File: config.mk
export PLATFORM = sky130hd
export DESIGN_NAME = apb_rr_arbiter
export DESIGN_NICKNAME = d
export VERILOG_FILES = /design/src/rtl/apb_arb_pkg.sv /design/src/rtl/rr_arb2.sv /design/src/rtl/apb_rr_arbiter.sv
export SDC_FILE = /design/constraint.sdc
export NUM_CORES = 1
export LEC_CHECK = 0
export ABC_AREA = 1
export BUFFER_PORTS_ARGS = -buffer_cell sky130_fd_sc_hd__clkbuf_2
export CAP_MARGIN = 15
export CORE_MARGIN = 2
export CORE_UTILIZATION = 51
export DETAILED_ROUTE_END_ITERATION = 12
export GPL_TIMING_DRIVEN = 0
export PLACE_DENSITY = 0.93
export SYNTH_ARGS = -nofsm -noshare
export SYNTH_HDL_FRONTEND = slang
export SYNTH_SLANG_ARGS = --single-unit
File: constraint.sdc
create_clock -name HCLK -period 3.45 [get_ports HCLK]
set_input_delay 0.5175 -clock HCLK [delete_from_list [all_inputs] [get_ports HCLK]]
set_output_delay 0.5175 -clock HCLK [all_outputs]
set_load 0.03 [all_outputs]
File: src/rtl/apb_arb_pkg.sv
// rtl/apb_arb_pkg.sv - shared state encoding and constants for the APB round-robin arbiter
// Purpose: state enum for the APB master FSM, requester count and the
//          reset value of the last-granted pointer.
// Ports:   none (package)
package apb_arb_pkg;

    typedef enum logic [1:0] {
        ST_IDLE   = 2'd0,
        ST_SETUP  = 2'd1,
        ST_ACCESS = 2'd2
    } apb_state_e;

    localparam int NUM_REQ = 2;

    // Pointer resets to requester 1 so requester 0 wins the first tie.
    localparam logic LAST_GNT_RESET = 1'b1;

endpackage

File: src/rtl/rr_arb2.sv
// rtl/rr_arb2.sv - two-way round-robin grant selection
// Purpose: pick one of two requesters; on a tie the one not granted last wins.
// Ports:   req      in  [1:0] request vector
//          last_gnt in  1     index of the requester granted last
//          gnt      out [1:0] one-hot grant (all zero when no request)
module rr_arb2
    import apb_arb_pkg::*;
(
    input  logic [NUM_REQ-1:0] req,
    input  logic               last_gnt,
    output logic [NUM_REQ-1:0] gnt
);

    always_comb begin
        gnt = req;
        if (req == 2'b11) begin
            gnt = last_gnt ? 2'b01 : 2'b10;
        end
    end

endmodule

File: src/rtl/apb_rr_arbiter.sv
// rtl/apb_rr_arbiter.sv - two-requester round-robin APB master
// Purpose: accepts one request at a time from two requesters, runs it as an
//          APB SETUP/ACCESS transfer paced by PCLKEN, and returns a one-cycle
//          completion pulse to the owning requester.
// Ports:   HCLK, HRESETn          clock, async active-low reset
//          PCLKEN                 APB phase enable
//          REQn_VALID/WRITE/ADDR/WDATA  request payload (n = 0,1)
//          REQn_READY             combinational accept strobe
//          RSPn_VALID/RDATA/ERR   completion pulse, held read data and error
//          PSEL..PSLVERR          APB master interface
//          BUSY                   high while a transfer is in flight
module apb_rr_arbiter
    import apb_arb_pkg::*;
#(
    parameter int ADDRWIDTH = 16,
    parameter int DATAWIDTH = 32,
    parameter int TIMEOUT   = 0
) (
    input  logic                 HCLK,
    input  logic                 HRESETn,
    input  logic                 PCLKEN,

    input  logic                 REQ0_VALID,
    input  logic                 REQ0_WRITE,
    input  logic [ADDRWIDTH-1:0] REQ0_ADDR,
    input  logic [DATAWIDTH-1:0] REQ0_WDATA,
    output logic                 REQ0_READY,
    output logic                 RSP0_VALID,
    output logic [DATAWIDTH-1:0] RSP0_RDATA,
    output logic                 RSP0_ERR,

    input  logic                 REQ1_VALID,
    input  logic                 REQ1_WRITE,
    input  logic [ADDRWIDTH-1:0] REQ1_ADDR,
    input  logic [DATAWIDTH-1:0] REQ1_WDATA,
    output logic                 REQ1_READY,
    output logic                 RSP1_VALID,
    output logic [DATAWIDTH-1:0] RSP1_RDATA,
    output logic                 RSP1_ERR,

    output logic                 PSEL,
    output logic                 PENABLE,
    output logic                 PWRITE,
    output logic [ADDRWIDTH-1:0] PADDR,
    output logic [DATAWIDTH-1:0] PWDATA,
    input  logic [DATAWIDTH-1:0] PRDATA,
    input  logic                 PREADY,
    input  logic                 PSLVERR,

    output logic                 BUSY
);

    // Wait counter only needs to reach TIMEOUT-1; keep at least one bit so
    // the TIMEOUT=0 build still elaborates.
    localparam int CNT_W    = (TIMEOUT > 1) ? $clog2(TIMEOUT + 1) : 1;
    localparam int TO_LIMIT = (TIMEOUT > 0) ? TIMEOUT - 1 : 0;
    localparam logic [CNT_W-1:0] TO_LAST = CNT_W'(TO_LIMIT);

    apb_state_e           state_q;
    apb_state_e           state_d;
    logic [NUM_REQ-1:0]   req_valid;
    logic [NUM_REQ-1:0]   gnt;
    logic                 last_gnt_q;
    logic                 owner_q;
    logic                 accept;
    logic                 complete;
    logic                 timed_out;
    logic [CNT_W-1:0]     wait_cnt_q;
    logic [CNT_W-1:0]     wait_cnt_d;

    logic                 pwrite_q;
    logic [ADDRWIDTH-1:0] paddr_q;
    logic [DATAWIDTH-1:0] pwdata_q;
    logic [NUM_REQ-1:0]   rsp_valid_q;
    logic [NUM_REQ-1:0]   rsp_err_q;
    logic [DATAWIDTH-1:0] rsp0_rdata_q;
    logic [DATAWIDTH-1:0] rsp1_rdata_q;
    logic [DATAWIDTH-1:0] rsp_rdata;

    assign req_valid = {REQ1_VALID, REQ0_VALID};

    rr_arb2 u_rr_arb2 (
        .req      (req_valid),
        .last_gnt (last_gnt_q),
        .gnt      (gnt)
    );

    always_ff @(posedge HCLK or negedge HRESETn) begin
        if (!HRESETn) begin
            state_q <= ST_IDLE;
        end else begin
            state_q <= state_d;
        end
    end

    always_comb begin
        state_d    = state_q;
        accept     = 1'b0;
        complete   = 1'b0;
        timed_out  = 1'b0;
        wait_cnt_d = wait_cnt_q;
        case (state_q)
            ST_IDLE: begin
                if (PCLKEN && (|req_valid)) begin
                    accept     = 1'b1;
                    wait_cnt_d = '0;
                    state_d    = ST_SETUP;
                end
            end
            ST_SETUP: begin
                if (PCLKEN) begin
                    state_d = ST_ACCESS;
                end
            end
            ST_ACCESS: begin
                if (PCLKEN) begin
                    if (PREADY) begin
                        complete   = 1'b1;
                        wait_cnt_d = '0;
                        state_d    = ST_IDLE;
                    end else if (TIMEOUT > 0) begin
                        if (wait_cnt_q == TO_LAST) begin
                            complete   = 1'b1;
                            timed_out  = 1'b1;
                            wait_cnt_d = '0;
                            state_d    = ST_IDLE;
                        end else begin
                            wait_cnt_d = wait_cnt_q + CNT_W'(1);
                        end
                    end
                end
            end
            default: begin
                state_d = ST_IDLE;
            end
        endcase
    end

    // Read data returned to the requester: a timeout or a write returns zero.
    assign rsp_rdata = (timed_out || pwrite_q) ? '0 : PRDATA;

    always_ff @(posedge HCLK or negedge HRESETn) begin
        if (!HRESETn) begin
            last_gnt_q   <= LAST_GNT_RESET;
            owner_q      <= 1'b0;
            wait_cnt_q   <= '0;
            pwrite_q     <= 1'b0;
            paddr_q      <= '0;
            pwdata_q     <= '0;
            rsp_valid_q  <= '0;
            rsp_err_q    <= '0;
            rsp0_rdata_q <= '0;
            rsp1_rdata_q <= '0;
        end else begin
            rsp_valid_q <= '0;
            wait_cnt_q  <= wait_cnt_d;
            if (accept) begin
                owner_q    <= gnt[1];
                last_gnt_q <= gnt[1];
                pwrite_q   <= gnt[1] ? REQ1_WRITE : REQ0_WRITE;
                paddr_q    <= gnt[1] ? REQ1_ADDR  : REQ0_ADDR;
                pwdata_q   <= gnt[1] ? REQ1_WDATA : REQ0_WDATA;
            end
            if (complete) begin
                if (owner_q) begin
                    rsp_valid_q[1] <= 1'b1;
                    rsp_err_q[1]   <= timed_out | PSLVERR;
                    rsp1_rdata_q   <= rsp_rdata;
                end else begin
                    rsp_valid_q[0] <= 1'b1;
                    rsp_err_q[0]   <= timed_out | PSLVERR;
                    rsp0_rdata_q   <= rsp_rdata;
                end
            end
        end
    end

    // READY is combinational; gating with HRESETn keeps it low during reset
    // even though the requesters may still be driving VALID.
    assign REQ0_READY = accept & gnt[0] & HRESETn;
    assign REQ1_READY = accept & gnt[1] & HRESETn;

    assign RSP0_VALID = rsp_valid_q[0];
    assign RSP1_VALID = rsp_valid_q[1];
    assign RSP0_ERR   = rsp_err_q[0];
    assign RSP1_ERR   = rsp_err_q[1];
    assign RSP0_RDATA = rsp0_rdata_q;
    assign RSP1_RDATA = rsp1_rdata_q;

    assign PSEL    = (state_q != ST_IDLE);
    assign PENABLE = (state_q == ST_ACCESS);
    assign PWRITE  = pwrite_q;
    assign PADDR   = paddr_q;
    assign PWDATA  = pwdata_q;
    assign BUSY    = (state_q != ST_IDLE);

endmodule

Word level (Yosys, flattened, before mapping)
Cells that the tools add are included.
- bitwise logic cells: 5
- equal/unequal tests: 7
- reduce and logical (&&, ||, !) cells: 7
- muxes and demuxes: 19
- operator list (cell ; count):
    32-bit 2-to-1 mux ; 2
    16-bit 2-to-1 mux ; 1
    2-bit 2-to-1 mux ; 7
    1-bit 2-to-1 mux ; 8
    2-bit inequality test (second input constant) ; 3
    2-bit one-hot mux with 3 select lines ; 1
    1-bit bitwise AND ; 4
    2-bit equality test (second input constant) ; 2
    2-bit AND reduction ; 2
    4-bit AND reduction ; 1
    2-bit by 1-bit equality test with 1-bit output (second input constant) ; 1
    2-bit logical NOT ; 1
    2-bit by 1-bit inequality test with 1-bit output (second input constant) ; 1
    2-bit nonzero test ; 1
    2-bit OR reduction ; 1
    1-bit logical AND ; 1
    1-bit inverter ; 1
- output and inout port bits: 122
- bits of input ports: 137
- register bits: 121

Longest topological paths before layout
Gate-level depths: netlist (run 1).
- word-level depth: 6
- depth in mapped cells: 9

Modules after synthesis
Synthesis (run 1) repeated with hierarchy kept, for this count alone.
- cells, all modules: 767
- area total of the unflattened synthesis: 5681.7 µm²
- by module, submodules not included (module ; sequential area each (µm²) ; times used ; area each (µm²) ; cells each):
    apb_rr_arbiter ; 3029.2 ; 1 ; 5660.4 ; 762
    rr_arb2 ; 0.0 ; 1 ; 21.3 ; 5

Worst setup path before layout (run 1)
Ideal clock, no wire load.
- path type: input to output
- start point: input REQ1_VALID
- end point: output REQ0_READY
- data required time: 2932 ps
- buffers on the path: 2
- stages on the path: 5
- data arrival time: 1686 ps
- path slack: 1246 ps
- cells stage by stage: buf_2 > nand2_2 > buf_2 > nand2_1 > nor3_1
- cells in the longest elaborated chain, start to end: 6
- elaborated cells between the ends (all ways): 8
- ends and longest elaborated chain (item ; RTL line ; text):
    start, declared ; apb_rr_arbiter.sv:32 ; input logic REQ1_VALID,
    2-bit OR reduction ; apb_rr_arbiter.sv:104 ; if (PCLKEN && (|req_valid)) begin
    1-bit logical AND ; apb_rr_arbiter.sv:104 ;
    1-bit 2-to-1 mux ; apb_rr_arbiter.sv:104 ;
    1-bit 2-to-1 mux ; apb_rr_arbiter.sv:102 ; case (state_q)
    1-bit bitwise AND * (2 in a row) ; apb_rr_arbiter.sv:180 ; assign REQ0_READY = accept & gnt[0] & HRESETn;
    end, declared ; apb_rr_arbiter.sv:27 ; output logic REQ0_READY,
Mark *: on every way between the ends. The rest lies on a longest branch, timed or not.

Final worst setup path (run 1)
- start point: register last_gnt_q
- end point: output REQ0_READY
- cells in the longest elaborated chain, start to end: 4
- ends and longest elaborated chain (item ; RTL line ; text):
    start, declared ; apb_rr_arbiter.sv:63 ; logic last_gnt_q;
    start signal, assigned ; apb_rr_arbiter.sv:159 ; last_gnt_q <= gnt[1];
    2-bit 2-to-1 mux ; rr_arb2.sv:17 ; gnt = last_gnt ? 2'b01 : 2'b10;
    2-bit 2-to-1 mux ; rr_arb2.sv:16 ; if (req == 2'b11) begin
    1-bit bitwise AND (2 in a row) ; apb_rr_arbiter.sv:180 ;
Every way passes these cells.

==> impl_metrics.csv, run 1 <==
group,metric,value,unit
run,cap_violations,0,
final_layout,antenna_cells,0,
routing,detail_route.iter0.violations,643,
floorplan,dieArea,12100,sq um
clock_tree,cts_hold_buf,1,
final_layout,nNetsFinal,1178,
pwr,switching_share,46.6,%
sta,fin_hold_ws,0.289,ns
sta,period_minus_slack,2.59,ns
global_routing,antenna_found_initial,0,
global_routing,grt_pass1_wl,27100,um
setup_path,cp_max_fo,10,
sta,max_freq,0.386,GHz
final_layout,syn2layout_area_growth,36.3,%
routing,drtAntennaViolNets,0,
global_routing,grt_usage,29.0,%
placement,gp_congestion,0.900,
synthesis,muxShareOfSynthArea,0,%
sta,worst_slack,0.862,ns
placement,dp_slack,1.29,ns
sta,finClkSkew,0.00886,ns
sta,setup_tns,0,ns
floorplan,dieHeight,110,um
pwr,p_clk_share,22.5,%
routing,num_vias,6092,
synthesis,syn_inst,763,
sta,hold_viol,0,
pwr,p_sw,3500,uW
clock_tree,cts.repair.resized,0,
pwr,peakVddDrop,0.622,mV
setup_path,arrival,2.07,ns
setup_path,critPathKind,"flop to output port",
synthesis,synth-simple-area-share,38.8,%
sta,setup_viol,0,
synthesis,synthDistinctLibCells,17,
clock_tree,cts_tree,"yes",
global_routing,overflow,0,
sta,worst_pin_slew,0.540,ns
routing,wl_per_cell,14.5,um
clock_tree,htreeDepth,4,
routing,vias_per_cell,5.11,
floorplan,start_util,52.4,%
routing,drt_wl_total,17200,um
sta,rsz0062_at_grt,"false",
synthesis,synth-seq-cells,121,
floorplan,core,10900,sq um
final_layout,layout-drive-gt1-share,31.7,%
synthesis,synth_area,5710,sq um
worst_hold_path,hp-class,"input port to flop",
synthesis,ys_seq_area_share,53.0,%
routing,drc,0,
clock_tree,cts_setup_buffers,0,
pwr,pwr_density_cell,964,nW/um^2
synthesis,synth_top_family_by_area,"simple AND/OR/NAND/NOR gates",
setup_path,worstSetupEndpointType,"output port",
clock_tree,cts-buffers-inserted,17,
sta,relSlewSlack,64.0,%
synthesis,synthXorXnorAreaFrac,0,%
synthesis,synth_fp_nets,900,
global_routing,grt_max_degree,71,
pwr,power_frac_seq,32.2,%
clock_tree,cts_max_path_buffers,2,
clock_tree,clk_pin_slew,0.06,ns
synthesis,synthAdderAreaFrac,0,%
clock_tree,insertion_delay,0.49,ns
global_routing,grt_pass1_vias,5836,
setup_path,required,2.93,ns
synthesis,synth_compound_area_share,0.307,%
clock_tree,root_buffer,"clkbuf_8",
floorplan,pin_count,259,
pwr,p_leak,0.00486,uW
outcome,status,"complete, no violations",
placement,dp_hpwl,12900,um
setup_path,cp-start-kind,"flop",
pwr,comb_power_share,45.3,%
routing,firstDrtPassIters,7,
sta,period_share,75.0,%
placement,portBuffers,257,
synthesis,syn_avg_cell_area,7.48,sq um
floorplan,rows,38,
floorplan,die_x,110,um
synthesis,ys_warn_count,0,
clock_tree,clock_sinks,121,
pwr,internal_power,4010,uW
sta,drv_slew,0,
state kept, by name, indices dropped and copies added, names as in the netlist:
| signal | flops |
|---|---|
| last_gnt_q | 1 |
| state_q | 2 |
| PWRITE | 1 |
| owner_q | 1 |
| PWDATA | 32 |
| rsp_err_q | 2 |
| PADDR | 16 |
| rsp_valid_q | 2 |
| RSP1_RDATA | 32 |
| RSP0_RDATA | 32 |
cell usage after synthesis:
master	number	area [sq um]
nand2_2	4	25.0
o31ai_1	1	7.51
nor2_4	2	22.5
nor2_1	34	128
buf_2	26	130
o21ai_0	2	10.0
buf_6	6	67.6
dfrtp_1	120	3000
inv_1	40	150
inv_2	2	7.51
dfstp_2	1	26.3
buf_4	4	30.0
nor3_1	2	10.0
clkbuf_1	15	56.3
nand2_1	387	1450
buf_1	1	3.75
nand3_1	116	581
power by group through the flow:
| stage | logic [uW] | registers [uW] | clock network [uW] |
|---|---|---|---|
| 2_1_floorplan | 1100 | 3550 | 0 |
| 3_3_place_gp | 3300 | 2400 | 0 |
| 3_5_place_dp | 3400 | 2410 | 0 |
| 4_1_cts | 3410 | 2400 | 1700 |
| 5_1_grt | 3690 | 2470 | 1770 |
| 6_report | 3400 | 2410 | 1690 |
worst paths after layout:
path                                      from             end  slack [ns]  cells past startpoint
worst max-delay path                last_gnt_q      REQ0_READY        0.86                      6
worst min-delay path                   PSLVERR    rsp_err_q[0]        0.29                      3
worst max register to register          PWRITE  RSP1_RDATA[28]        1.97                      5
worst min register to register  RSP0_RDATA[22]  RSP0_RDATA[22]        0.47                      2
max in group asynchronous              HRESETn  RSP0_RDATA[30]        2.22                      3
min in group asynchronous              HRESETn   RSP1_RDATA[6]        0.54                      2
kinds of logic (layout without fill, tap and decap cells):
group           after synthesis  count (layout)
compound gates                3               3
buf+inv                      94             384
flops                       121             121
simple gates                545             545
stage by stage:
stage               utilization (%)  area (sq um)  cells  total power [uW]
finish                         71.5          7780   1193              7500
global route                   71.5          7780   1193              7940
CTS                            71.5          7780   1193              7510
detailed placement             66.2          7210   1161              5810
global placement               65.9          7170   1160              5700
floorplan                         -          5710    763              4650
layout make-up:
class	count	area (sq um)
inverter	42	158
timing repair buffer	259	1330
multi-input combinational	548	2240
clock buffer	19	442
fill	853	3100
buffer	52	288
clock inverter	12	125
sequential	121	3030
tap	140	175
critical path: stages (launching register included):
cell      delay, ns
dfstp_2        0.53
nand2_1        0.11
nand2_2        0.18
buf_2          0.27
nand2_1        0.07
nor3_1         0.17
clkbuf_2       0.24
cell usage in the layout, fill, tap and decap left out, types with 5 or more instances in the layout:
cell type | Yosys | routed
nand2_1 | 387 | 387
clkbuf_2 | 0 | 256
dfrtp_1 | 120 | 120
nand3_1 | 116 | 116
inv_1 | 40 | 40
nor2_1 | 34 | 34
buf_2 | 26 | 26
clkbuf_16 | 0 | 16
clkbuf_1 | 15 | 15
buf_6 | 6 | 6
clkinv_2 | 0 | 5
routing by layer:
| metal | GRT usage, % | routed length [um] | share of wire, % | vias up |
|---|---|---|---|---|
| met4 | 14.0 | 610 | 3.5 | 0 |
| met2 | 49.1 | 8480 | 49 | 330 |
| met1 | 34.1 | 6610 | 38 | 2813 |
| met5 | 0 | 0 | 0 | - |
| met3 | 7.53 | 1540 | 8.9 | 44 |
| li1 | - | - | - | 2905 |
Note: power is estimated with default switching activity, not from simulation.
==> inputs of run 2 (changes only) <==
- CORE_UTILIZATION: 51 -> 47
- PLACE_DENSITY: 0.93 -> 0.87
- clock period: 3.45 -> 2.5 ns (I/O delays scaled with it)
==> run 2 against run 1 <==
Net effect:
- combinational power up 37%
- clock skew down 0.0011 ns
- via count down 2.0%
- critical path depth down 1
- first-iteration DRC count down 17%
- final cell count up 0.59%
- worst setup slack worse by 0.68 ns
- clock-buffer cell count up 2
- wire length down 0.82%
- sequential cell count unchanged
- register-to-register slack worse by 1.1 ns
- critical path type unchanged
==> impl_metrics.csv, run 2 (synthesis results as in run 1) <==
group,metric,value,unit
global_routing,overflow,0,
setup_path,required,2.12,ns
floorplan,start_util,47.9,%
pwr,p_leak,0.00487,uW
setup_path,path_common_cell,"nand2_1",
routing,drtAntennaViolNets,0,
placement,gp_congestion,0.863,
setup_path,crit_path_start,"last_gnt_q",
setup_path,cp_top_family,"simple AND/OR/NAND/NOR gates",
final_layout,nNetsFinal,1177,
clock_tree,insertion_delay,0.40,ns
global_routing,grt_max_degree,80,
global_routing,grt_pass1_wl,27000,um
sta,hold_viol,0,
placement,dp_hpwl,12500,um
final_layout,final_core_util,65.8,%
worst_hold_path,whs_endpoint,"rsp_err_q[0]",
setup_path,regToRegStartpoint,"last_gnt_q",
clock_tree,cts_max_path_buffers,2,
final_layout,layout_common_cells,"387 x nand2_1, 256 x clkbuf_2, 120 x dfrtp_1, 116 x nand3_1, 40 x inv_1",
floorplan,dieHeight,114,um
setup_path,cp_num_cells,5,
clock_tree,cts-buffers-inserted,17,
routing,vias_per_cell,4.98,
floorplan,rows,40,
floorplan,dieArea,13000,sq um
final_layout,fillers,1041,
sta,finClkSkew,0.00774,ns
clock_tree,cts.repair.resized,0,
routing,wl_per_cell,14.3,um
final_layout,mostFrequentLayoutCell,"nand2_1",
routing,firstDrtPassIters,7,
sta,period_share,92.9,%
sta,setup_tns,0,ns
setup_path,rrSetupSlack,0.85,ns
sta,rsz0062_at_grt,"false",
clock_tree,clock_sinks,121,
final_layout,regArea,3030,sq um
final_layout,syn2layout_area_growth,37.2,%
setup_path,crit_slowest_cell,"dfstp_2",
pwr,peakVddDrop,0.707,mV
setup_path,crit_buf_inv,1,
setup_path,cp-start-kind,"flop",
clock_tree,htreeDepth,4,
final_layout,layout-drive-gt1-share,31.6,%
outcome,status,"complete, no violations",
routing,num_vias,5973,
final_layout,multiInputGateArea,2240,sq um
worst_hold_path,hold_path_depth,3,
setup_path,cp_cell_sequence,"nand2_1, nand2_2, nand2_1, nor3_1, clkbuf_2",
clock_tree,clk_pin_slew,0.06,ns
clock_tree,cts_tree,"yes",
final_layout,antenna_cells,0,
setup_path,arrival,1.95,ns
routing,drc,0,
setup_path,worstSetupEndpointType,"output port",
floorplan,core,11900,sq um
clock_tree,cts_setup_buffers,0,
floorplan,pin_count,259,
sta,period_minus_slack,2.32,ns
setup_path,r2r-end,"PWDATA[30]",
setup_path,reg2regPathDepth,7,
setup_path,cpPeakStageDelay,0.53,ns
sta,relSlewSlack,55.4,%
sta,setup_viol,0,
global_routing,grt_usage,26.4,%
placement,portBuffers,257,
setup_path,cp_max_fo,17,
floorplan,die_x,114,um
routing,detail_route.iter0.violations,533,
global_routing,grt_pass1_vias,5698,
pwr,pwr_density_cell,1340,nW/um^2
routing,drt_wl_total,17100,um
sta,worst_pin_slew,0.669,ns
worst_hold_path,hp-start,"PSLVERR",
sta,drv_slew,0,
sta,max_freq,0.430,GHz
clock_tree,root_buffer,"clkbuf_16",
run,cap_violations,0,
setup_path,critPathKind,"flop to output port",
worst_hold_path,hp-class,"input port to flop",
global_routing,antenna_found_initial,0,
-- run 2: cell count changes in the layout (fill, tap and decap cells not counted) --
| cell | change |
|---|---|
| clkbuf_1 | +1 |
| inv_6 | -1 |
| clkbuf_16 | +1 |
| buf_2 | -1 |
| bufinv_16 | +1 |
| clkinv_2 | -2 |
| clkinv_4 | +1 |
-- run 2: final cells by class --
cell class                      instances  area share (%)
Buffer                                 51            3.61
Clock buffer                           21            6.00
Clock inverter                         11            1.85
Inverter                               42            2.01
Multi-Input combinational cell        548            28.5
Sequential cell                       121            38.6
Tap cell                              147            2.35
Timing Repair Buffer                  259            17.0
-- run 2: metrics by stage --
step	setup slack (ns)	cell area [sq um]	total power [uW]	hold WS, ns	cells
floorplan	0.475	5710	6420	0.0794	763
global route	0.0229	7840	11100	0.221	1200
finish	0.177	7840	10500	0.216	1200
global placement	-1.29	7180	7880	0.453	1167
CTS	0.0635	7840	10500	0.198	1201
detailed placement	0.511	7220	7980	0.334	1168
-- run 2: worst max path at each step --
| stage | end | slack, ns |
|---|---|---|
| final | REQ0_READY | 0.18 |
| after floorplan | REQ0_READY | 0.47 |
| after global routing | REQ0_READY | 0.02 |
| after CTS | REQ0_READY | 0.06 |
| after detailed placement | REQ0_READY | 0.51 |
| after global placement | REQ1_READY | -1.29 |
-- run 2: what timing repair did --
| item | in CTS | in global routing |
|---|---|---|
| endpoints found under the hold margin | 41 | 0 |
| hold buffers | 1 | 0 |
| endpoints found under the setup margin | 0 | 1 |
-- run 2: power breakdown --
| group | switching [uW] | total [uW] | internal (uW) |
|---|---|---|---|
| logic | 3400 | 4650 | 1250 |
| clock network | 872 | 2520 | 1640 |
| registers | 510 | 3330 | 2820 |
-- run 2: layer usage --
layer,vias to the layer above,track usage (%),part of all wire [%]
li1,2904,-,-
met1,2714,32.9,41
met2,323,44.0,48
met3,32,7.20,8.4
met4,0,10.3,2.6
met5,-,0,0
-- run 2: worst min-delay path, cell delays in order --
cell      delay (ns)
clkbuf_2        0.09
nand3_1         0.07
nand2_1         0.05
==> inputs of run 3 (changes only) <==
- ABC_AREA: 1 -> default
- CORE_UTILIZATION: 47 -> 46
==> run 3 against run 2 <==
Net effect:
- sequential power down 2%
- die area down 5.0%
- register-to-register slack worse by 0.41 ns
- clock power up 2%
- global-route usage down 2.0 points
- synthesized cell count down 50%
- final area down 5.7%
- utilization down 0.51 points
- worst setup slack worse by 0.050 ns
- critical endpoint unchanged
- largest cell class unchanged
- largest power group unchanged
==> impl_metrics.csv, run 3 <==
group,metric,value,unit
synthesis,synth-seq-cells,121,
final_layout,fillers,842,
pwr,p_sw,4230,uW
synthesis,syn_avg_cell_area,14.0,sq um
floorplan,core,11300,sq um
global_routing,overflow,0,
final_layout,final_core_util,65.3,%
sta,worst_slack,0.127,ns
run,cap_violations,0,
placement,dp_hpwl,11600,um
synthesis,yosysMostFrequentCell,"dfrtp_1",
setup_path,cp_max_fo,10,
sta,finClkSkew,0.0115,ns
global_routing,grt_usage,24.5,%
pwr,peakVddDrop,0.828,mV
final_layout,mostFrequentLayoutCell,"clkbuf_2",
synthesis,synth_edf_count,0,
final_layout,antenna_cells,0,
global_routing,grt_pass1_wl,23700,um
pwr,comb_power_share,42.6,%
pwr,internal_power,5940,uW
clock_tree,insertion_delay,0.41,ns
routing,firstDrtPassIters,4,
routing,vias_per_cell,5.51,
final_layout,layout-drive-gt1-share,63.4,%
placement,gp_congestion,0.885,
synthesis,ys_top_cells_by_count,"120 x dfrtp_1, 65 x mux2_2, 49 x nand4b_1",
pwr,power,10200,uW
sta,setup_viol,0,
synthesis,synth_area,5300,sq um
sta,period_share,94.9,%
synthesis,synthTopCellsByArea,"dfrtp_1 57%, mux2_2 14%, o221a_2 9.8%, nand4b_1 8.1%, nor2b_1 3.8%",
sta,max_freq,0.421,GHz
routing,drtAntennaViolNets,0,
sta,drv_slew,0,
floorplan,start_util,46.8,%
floorplan,die_x,111,um
floorplan,dieArea,12400,sq um
synthesis,async_flop_share,100,%
floorplan,rows,39,
setup_path,arrival,2.00,ns
placement,dp_slack,0.340,ns
setup_path,cp-start-kind,"flop",
sta,relSlewSlack,36.5,%
synthesis,synth_fp_nets,515,
worst_hold_path,hp-class,"input port to asynchronous set/reset pin",
sta,period_minus_slack,2.37,ns
clock_tree,cts-buffers-inserted,17,
setup_path,worstSetupEndpointType,"output port",
setup_path,r2r-end,"PWDATA[2]",
pwr,pwr_density_cell,1380,nW/um^2
placement,portBuffers,257,
synthesis,synth_flop_cell,"dfrtp_1",
synthesis,synth_top_cell_area_share,56.7,%
clock_tree,cts_hold_buf,0,
setup_path,rrSetupSlack,0.44,ns
pwr,p_leak,0.00369,uW
clock_tree,clk_pin_slew,0.06,ns
routing,detail_route.iter0.violations,296,
sta,worst_pin_slew,0.953,ns
routing,num_vias,4459,
clock_tree,htreeDepth,4,
setup_path,critPathKind,"flop to output port",
clock_tree,clock_sinks,121,
final_layout,nNetsFinal,790,
global_routing,grt_pass1_vias,4566,
pwr,p_clk_share,25.1,%
clock_tree,cts_max_path_buffers,2,
setup_path,reg2regPathDepth,5,
synthesis,ys_seq_area_share,57.2,%
global_routing,grt_max_degree,124,
floorplan,pin_count,259,
clock_tree,root_buffer,"clkbuf_16",
synthesis,synthDistinctLibCells,29,
setup_path,regToRegStartpoint,"state_q[0]",
final_layout,syn2layout_area_growth,39.5,%
synthesis,syn_inst,378,
pwr,switching_share,41.6,%
global_routing,antenna_found_initial,0,
clock_tree,cts_tree,"yes",
floorplan,dieHeight,111,um
synthesis,ys_warn_count,0,
synthesis,synth_top_area_cell,"dfrtp_1",
final_layout,layout_common_cells,"257 x clkbuf_2, 120 x dfrtp_1, 65 x mux2_2, 49 x nand4b_1, 46 x o221a_2",
outcome,status,"complete, no violations",
pwr,power_frac_seq,32.3,%
routing,drc,0,
routing,wl_per_cell,18.9,um
routing,drt_wl_total,15300,um
sta,rsz0062_at_grt,"false",
sta,hold_viol,0,
setup_path,required,2.12,ns
## run 3: changes by cell type in the layout (fill, tap and decap cells not counted), sizes merged, moves of 33 or more
cell / previous run / this run
nand4b: 0 / 49
nor2: 36 / 1
nand3: 116 / 1
o221a: 0 / 49
inv: 42 / 4
nor2b: 0 / 33
nand2: 391 / 4
mux2: 0 / 66
## run 3: final cells by class
cell class	count	area, sq um	area share, %
Timing Repair Buffer	257	1290	17.5
Clock buffer	19	453	6.13
Clock inverter	13	169	2.29
Multi-Input combinational cell	216	2070	28.1
Buffer	38	184	2.49
Inverter	2	7.51	0.102
Sequential cell	121	3030	41.0
Tap cell	143	179	2.42
## run 3: repair_timing
action	CTS	global route
endpoints found under the hold margin	0	0
setup endpoints to repair	2	0
gates resized for setup	1	0
buffers inserted	0	0
## run 3: critical path, stage by stage, from the launching register on
cell,delay [ns]
dfstp_2,0.55
nand2b_1,0.11
clkbuf_1,0.24
clkbuf_2,0.28
and4_1,0.21
clkbuf_2,0.20
## run 3: power by group through the flow
| stage | Clock [uW] | Combinational (uW) | Sequential (uW) |
|---|---|---|---|
| finish | 2560 | 4340 | 3280 |
| global route | 2660 | 4580 | 3360 |
| CTS | 2570 | 4370 | 3270 |
| detailed placement | 0 | 4370 | 3280 |
| global placement | 0 | 4270 | 3240 |
| floorplan | 0 | 1500 | 4710 |
## run 3: per-layer routing
metal	track usage, %	vias to the layer above	wire length, um
met3	6.94	29	1220
met2	42.7	245	7700
met5	0	-	0
met1	29.1	2178	6040
met4	8.72	0	333
li1	-	2007	-
## run 3: kinds of logic after synthesis
kind of cell / share of synthesized area [%]
AOI/OAI and AO/OA: 11.0
muxes: 14.0
buffers and inverters: 3.66
and+or+nand+nor: 14.1
DFF: 57.2
## run 3: metrics by stage
stage	instances	setup TNS [ns]	hold WS (ns)	cell area, sq um
3_5_place_dp	778	0	0.474	6770
4_1_cts	809	0	0.153	7390
6_report	809	0	0.122	7390
3_3_place_gp	778	-75.62	0.471	6760
5_1_grt	809	0	0.195	7390
2_1_floorplan	378	0	0.0794	5300
## run 3: worst max-delay path by stage
stage | start | end | depth (start not counted)
6_report | last_gnt_q | REQ0_READY | 5
5_1_grt | last_gnt_q | REQ0_READY | 5
4_1_cts | last_gnt_q | REQ0_READY | 5
3_5_place_dp | PCLKEN | REQ1_READY | 6
3_3_place_gp | HRESETn | REQ1_READY | 3
2_1_floorplan | state_q[0] | REQ0_READY | 4
